### config.mk
export PLATFORM = sky130hd
export DESIGN_NAME = event_encoder4to2
export DESIGN_NICKNAME = d
export VERILOG_FILES = /design/src/rtl/enc_pkg.sv /design/src/rtl/prio_pick4.sv /design/src/rtl/event_encoder4to2.sv
export SDC_FILE = /design/constraint.sdc
export NUM_CORES = 1
export LEC_CHECK = 0
export BUFFER_PORTS_ARGS = -buffer_cell sky130_fd_sc_hd__buf_2
export CAP_MARGIN = 20
export CORE_AREA = 2 2 39 41
export CTS_CLUSTER_DIAMETER = 200
export CTS_CLUSTER_SIZE = 28
export DETAILED_ROUTE_END_ITERATION = 6
export DIE_AREA = 0 0 41 43
export PLACE_DENSITY = 0.62
export SYNTH_ARGS = -nofsm -noshare
export SYNTH_HDL_FRONTEND = slang
export SYNTH_SLANG_ARGS = --single-unit
### constraint.sdc
create_clock -name clk -period 1.1 [get_ports clk]
set_input_delay 0 -clock clk [delete_from_list [all_inputs] [get_ports clk]]
set_output_delay 0 -clock clk [all_outputs]
set_load 0.05 [all_outputs]
### src/rtl/enc_pkg.sv
// ---------------------------------------------------------------------------
// enc_pkg
// Shared definitions for the event encoder slice: request/code widths,
// reset values for the held code and the rotate pointer, and a helper
// that turns an index into a one-hot request mask.
// ---------------------------------------------------------------------------
package enc_pkg;

  localparam int NUM_REQ = 4;
  localparam int CODE_W  = 2;

  localparam logic [CODE_W-1:0] CODE_RST = 2'b00;
  localparam logic [CODE_W-1:0] PTR_RST  = 2'b00;

  // One-hot mask with only bit k set; used to strip the loaded event out
  // of the pending pool.
  function automatic logic [NUM_REQ-1:0] onehot(input logic [CODE_W-1:0] k);
    logic [NUM_REQ-1:0] mask;
    mask    = '0;
    mask[k] = 1'b1;
    return mask;
  endfunction

endpackage

### src/rtl/prio_pick4.sv
// ---------------------------------------------------------------------------
// prio_pick4
// Combinational 4-way picker.
//   pool [3:0] : candidate events
//   ptr  [1:0] : first index searched in rotating mode
//   rr         : 0 = fixed priority (highest index wins), 1 = rotating
//   any        : at least one candidate present
//   idx  [1:0] : index of the winning candidate (0 when any = 0)
// ---------------------------------------------------------------------------
module prio_pick4
  import enc_pkg::*;
(
  input  logic [NUM_REQ-1:0] pool,
  input  logic [CODE_W-1:0]  ptr,
  input  logic               rr,
  output logic               any,
  output logic [CODE_W-1:0]  idx
);

  logic               found;
  logic [CODE_W-1:0]  cand;

  // Fixed mode scans upward so the last hit (highest index) wins.
  // Rotating mode scans ptr, ptr+1, ... with natural 2-bit wrap and keeps
  // the first hit.
  always_comb begin
    any   = |pool;
    idx   = '0;
    found = 1'b0;
    cand  = '0;
    if (rr) begin
      for (int i = 0; i < NUM_REQ; i++) begin
        cand = ptr + CODE_W'(i);
        if (!found && pool[cand]) begin
          idx   = cand;
          found = 1'b1;
        end
      end
    end else begin
      for (int i = 0; i < NUM_REQ; i++) begin
        if (pool[i]) begin
          idx = CODE_W'(i);
        end
      end
    end
  end

endmodule

### src/rtl/event_encoder4to2.sv
// ---------------------------------------------------------------------------
// event_encoder4to2
// Sequential 4-to-2 priority encoder with sticky pending bits and a
// valid/ready output stage.
//   clk, rst_n     : clock, asynchronous active-low reset
//   en             : request capture enable
//   req [3:0]      : level-sampled event request lines
//   ready          : consumer accepts the presented code this cycle
//   clr_ovf        : clears the overflow flag (a new overflow wins)
//   code [1:0]     : index of the event being presented
//   valid          : code is valid
//   pending [3:0]  : captured events not yet loaded into the output stage
//   overflow       : sticky, set when a request hits an already-pending bit
// Parameter ROUND_ROBIN selects fixed (0) or rotating (1) priority.
// ---------------------------------------------------------------------------
module event_encoder4to2
  import enc_pkg::*;
#(
  parameter bit ROUND_ROBIN = 1'b0
) (
  input  logic               clk,
  input  logic               rst_n,
  input  logic               en,
  input  logic [NUM_REQ-1:0] req,
  input  logic               ready,
  input  logic               clr_ovf,
  output logic [CODE_W-1:0]  code,
  output logic               valid,
  output logic [NUM_REQ-1:0] pending,
  output logic               overflow
);

  logic [NUM_REQ-1:0] req_en;
  logic [NUM_REQ-1:0] pool;
  logic [NUM_REQ-1:0] load;
  logic               slot_free;
  logic               any;
  logic [CODE_W-1:0]  idx;
  logic [CODE_W-1:0]  ptr;

  prio_pick4 u_pick (
    .pool (pool),
    .ptr  (ptr),
    .rr   (ROUND_ROBIN),
    .any  (any),
    .idx  (idx)
  );

  // The candidate pool is everything already pending plus this edge's
  // gated requests; the output slot can take a new code when empty or
  // when the current one is being accepted.
  always_comb begin
    req_en    = en ? req : '0;
    pool      = pending | req_en;
    slot_free = !valid || ready;
    load      = (slot_free && any) ? onehot(idx) : '0;
  end

  // All state. A request that lands on a bit that is already pending
  // collapses into it and raises overflow; a request matching the code
  // currently held is a fresh event because that code has already left
  // pending. The pointer only moves in rotating mode, so it stays at its
  // reset value in fixed mode.
  always_ff @(posedge clk or negedge rst_n) begin
    if (!rst_n) begin
      code     <= CODE_RST;
      valid    <= 1'b0;
      pending  <= '0;
      overflow <= 1'b0;
      ptr      <= PTR_RST;
    end else begin
      pending <= pool & ~load;

      if (|(req_en & pending)) begin
        overflow <= 1'b1;
      end else if (clr_ovf) begin
        overflow <= 1'b0;
      end

      if (slot_free) begin
        if (any) begin
          code  <= idx;
          valid <= 1'b1;
          if (ROUND_ROBIN) begin
            ptr <= idx + CODE_W'(1);
          end
        end else begin
          valid <= 1'b0;
        end
      end
    end
  end

endmodule

==> results.yml <==
setup_path:
  worst-r2r-cell-count: 3
  crit_type: "register to register"
  cp-end-kind: "register"
  cp_data_arrival_time_ns: 1.28
  reg2reg_slack_ns: -0.04
  reg2reg_to: "code[0]$_DFFE_PN0P_"
  cp_max_fo: 3
  crit_required_ns: 1.24
  r2r_start: "valid$_DFFE_PN0P_"
  critPathLaunchType: "register"
timing:
  fin_skew_ns: 0.01493
  final-setup-viol-count: 3
  period_share_pct: 103.5
  slew-limit-headroom_pct: 83.80
  worst_slew_pin_slew_ns: 0.2420
  fin_ws_ns: -0.03883
  final_hold_viol_count: 0
  drv_slew: 0
  max_freq_ghz: 0.8781
  finalCriticalPeriod_ns: 1.139
  rsz0062_at_grt: "true"
synthesis:
  synth.net_count: 45
  synth.yosys.seq_area_share_pct: 52.12
  syn_avg_cell_area_sq_um: 10.67
  synthesis.area_sq_um: 384.1
  ys_ff_latch: 8
  netlist_instances: 36
  yosysWarnings: 0
  synth_cell_types: 15
detailed_routing:
  first_pass_iters: 4
  drt_iter0_drc: 17
  vias: 377
  drt_wl_total_microns: 875
  drc: 0
  vias_per_cell: 4.833
  routedWlPerCell_microns: 11.22
  ant_nets: 0
floorplan:
  die_y_microns: 43
  die-area_sq_um: 1763
  start_util_pct: 27.76
  core_sq_um: 1384
  io_pins: 17
  num_rows: 14
  die_x_microns: 41
placed_design:
  hpwl_microns: 682.9
  place_congestion: 0.7234
  dp.cells: 72
  io_buffers: 16
finish:
  instances_no_fill: 78
  antennaDiodeCount: 0
  drive_gt1_share_pct: 53.23
  syn_to_final_growth_pct: 48.53
  post-route-util_pct: 41.23
  nets: 72
clocking:
  clk_pin_slew_ns: 0.06
  cts_root_buf: "clkbuf_4"
  clock_sinks: 8
  htree_levels: 1
  cts_tree: "yes"
  cts_max_path_buffers: 2
  numCtsBuffers: 3
  post_cts_buffers: 0
  clk_latency_ns: 0.26
flow_run:
  cap_viol_max_count: 0
pwr:
  power.total_mw: 0.9961
  p_per_area_nw_per_um2: 1746
  leakagePower_nw: 0.2647
  vdd_drop_max_uv: 476.2
global_routing:
  grt-ovfl-total: 0
  grtUsageTotal_pct: 11.11
  grt_pass1_wl_microns: 1290
  antenna_found_initial: 0
  grt_max_degree: 9
  grt_pass1_vias: 309
hold_path:
  holdCritStartpoint: "req[0]"
  min_path_type: "primary input to register"
  worstHoldPathCells: 3
  whs_endpoint: "valid$_DFFE_PN0P_"
status:
  violations: "setup timing"
  outcome: "finished with violations"
## report_power, final
part | internal (mW) | total, mW | switching (mW)
clock | 0.139 | 0.247 | 0.108
combinational | 0.116 | 0.365 | 0.248
sequential | 0.343 | 0.384 | 0.0411
## synth_stat cells
| cell | number | share of area (%) |
|---|---|---|
| o21ai_2 | 1 | 2.3 |
| o22ai_1 | 1 | 1.6 |
| a21oi_1 | 7 | 9.1 |
| a21o_2 | 1 | 2.3 |
| dfrtp_1 | 8 | 52 |
| a31o_1 | 1 | 2.3 |
| o21ai_0 | 4 | 5.2 |
| nor4b_4 | 1 | 6.2 |
| nor3b_1 | 1 | 2.0 |
| inv_1 | 2 | 2.0 |
| a22o_1 | 3 | 6.8 |
| and2b_2 | 1 | 2.3 |
| nor2_1 | 3 | 2.9 |
| nand2b_1 | 1 | 1.6 |
| nand3_1 | 1 | 1.3 |
## critical path: stages (launching register included)
cell,delay [ns]
dfrtp_2,0.41
and2b_2,0.23
a31o_1,0.18
a22o_1,0.20
## logic make-up after synthesis
logic type | share of synthesized area [%]
AOI/OAI and AO/OA | 29.64
buffers and inverters | 1.955
DFF | 52.12
and+or+nand+nor | 16.29
## state kept, by name (all words and copies together), names as in the netlist
register,count
code,2
pending,4
overflow,1
valid,1
## worst max path at each step
stage,slack [ns],from,end
finish,-0.04,valid$_DFFE_PN0P_,code[0]$_DFFE_PN0P_
global route,-0.11,valid$_DFFE_PN0P_,valid$_DFFE_PN0P_
CTS,-0.04,valid$_DFFE_PN0P_,code[0]$_DFFE_PN0P_
detailed placement,-0.02,valid$_DFFE_PN0P_,valid$_DFFE_PN0P_
global placement,0.008,valid$_DFFE_PN0P_,code[0]$_DFFE_PN0P_
floorplan,-0.16,valid$_DFFE_PN0P_,code[0]$_DFFE_PN0P_
## through the flow
stage          hold slack (ns)  instance area [sq um]  TNS (ns)  setup slack [ns]
5_1_grt                0.06523                  570.5   -0.3275           -0.1076
2_1_floorplan          -0.2956                  390.4   -0.4949           -0.1569
3_3_place_gp           -0.1468                  520.5         0          0.007899
4_1_cts                0.03033                  566.8  -0.08079          -0.03879
3_5_place_dp           -0.1436                  520.5  -0.03260          -0.01643
6_report               0.05170                  570.5  -0.07427          -0.03883
## layout make-up
cell class / instances / area [sq um]
fill: 138 / 813.3
sequential: 8 / 206.4
multi-input combinational: 26 / 180.2
timing repair buffer: 22 / 130.1
clock buffer: 4 / 26.28
tap: 16 / 20.02
inverter: 2 / 7.507
## layout by cell type, fill, tap and decap left out, drive strengths merged
master       netlist  final
nor4b              1      1
o21ai              5      5
a21oi              7      7
dfrtp              8      8
inv                2      2
nand3              1      1
nor2               3      3
and2b              1      1
a31o               1      1
nor3b              1      1
clkbuf             0      4
o22ai              1      1
a21o               1      1
nand2b             1      1
a22o               3      3
dlygate4sd3        0      2
buf                0     20
## per-layer routing
layer	vias up	routed length [microns]	track usage (%)
li1	187	-	-
met1	167	421	14.75
met2	20	354	14.37
met3	3	72	2.094
met4	0	27	10.00
met5	-	0	0
## repair_timing
action | CTS | global route
hold endpoints to repair | 9 | 0
gates resized for setup | 0 | 1
hold buffers | 2 | 0
setup endpoints to repair | 3 | 5
gates cloned | 0 | 0
pin swaps | 0 | 2
Note: power is estimated with default switching activity, not from simulation.
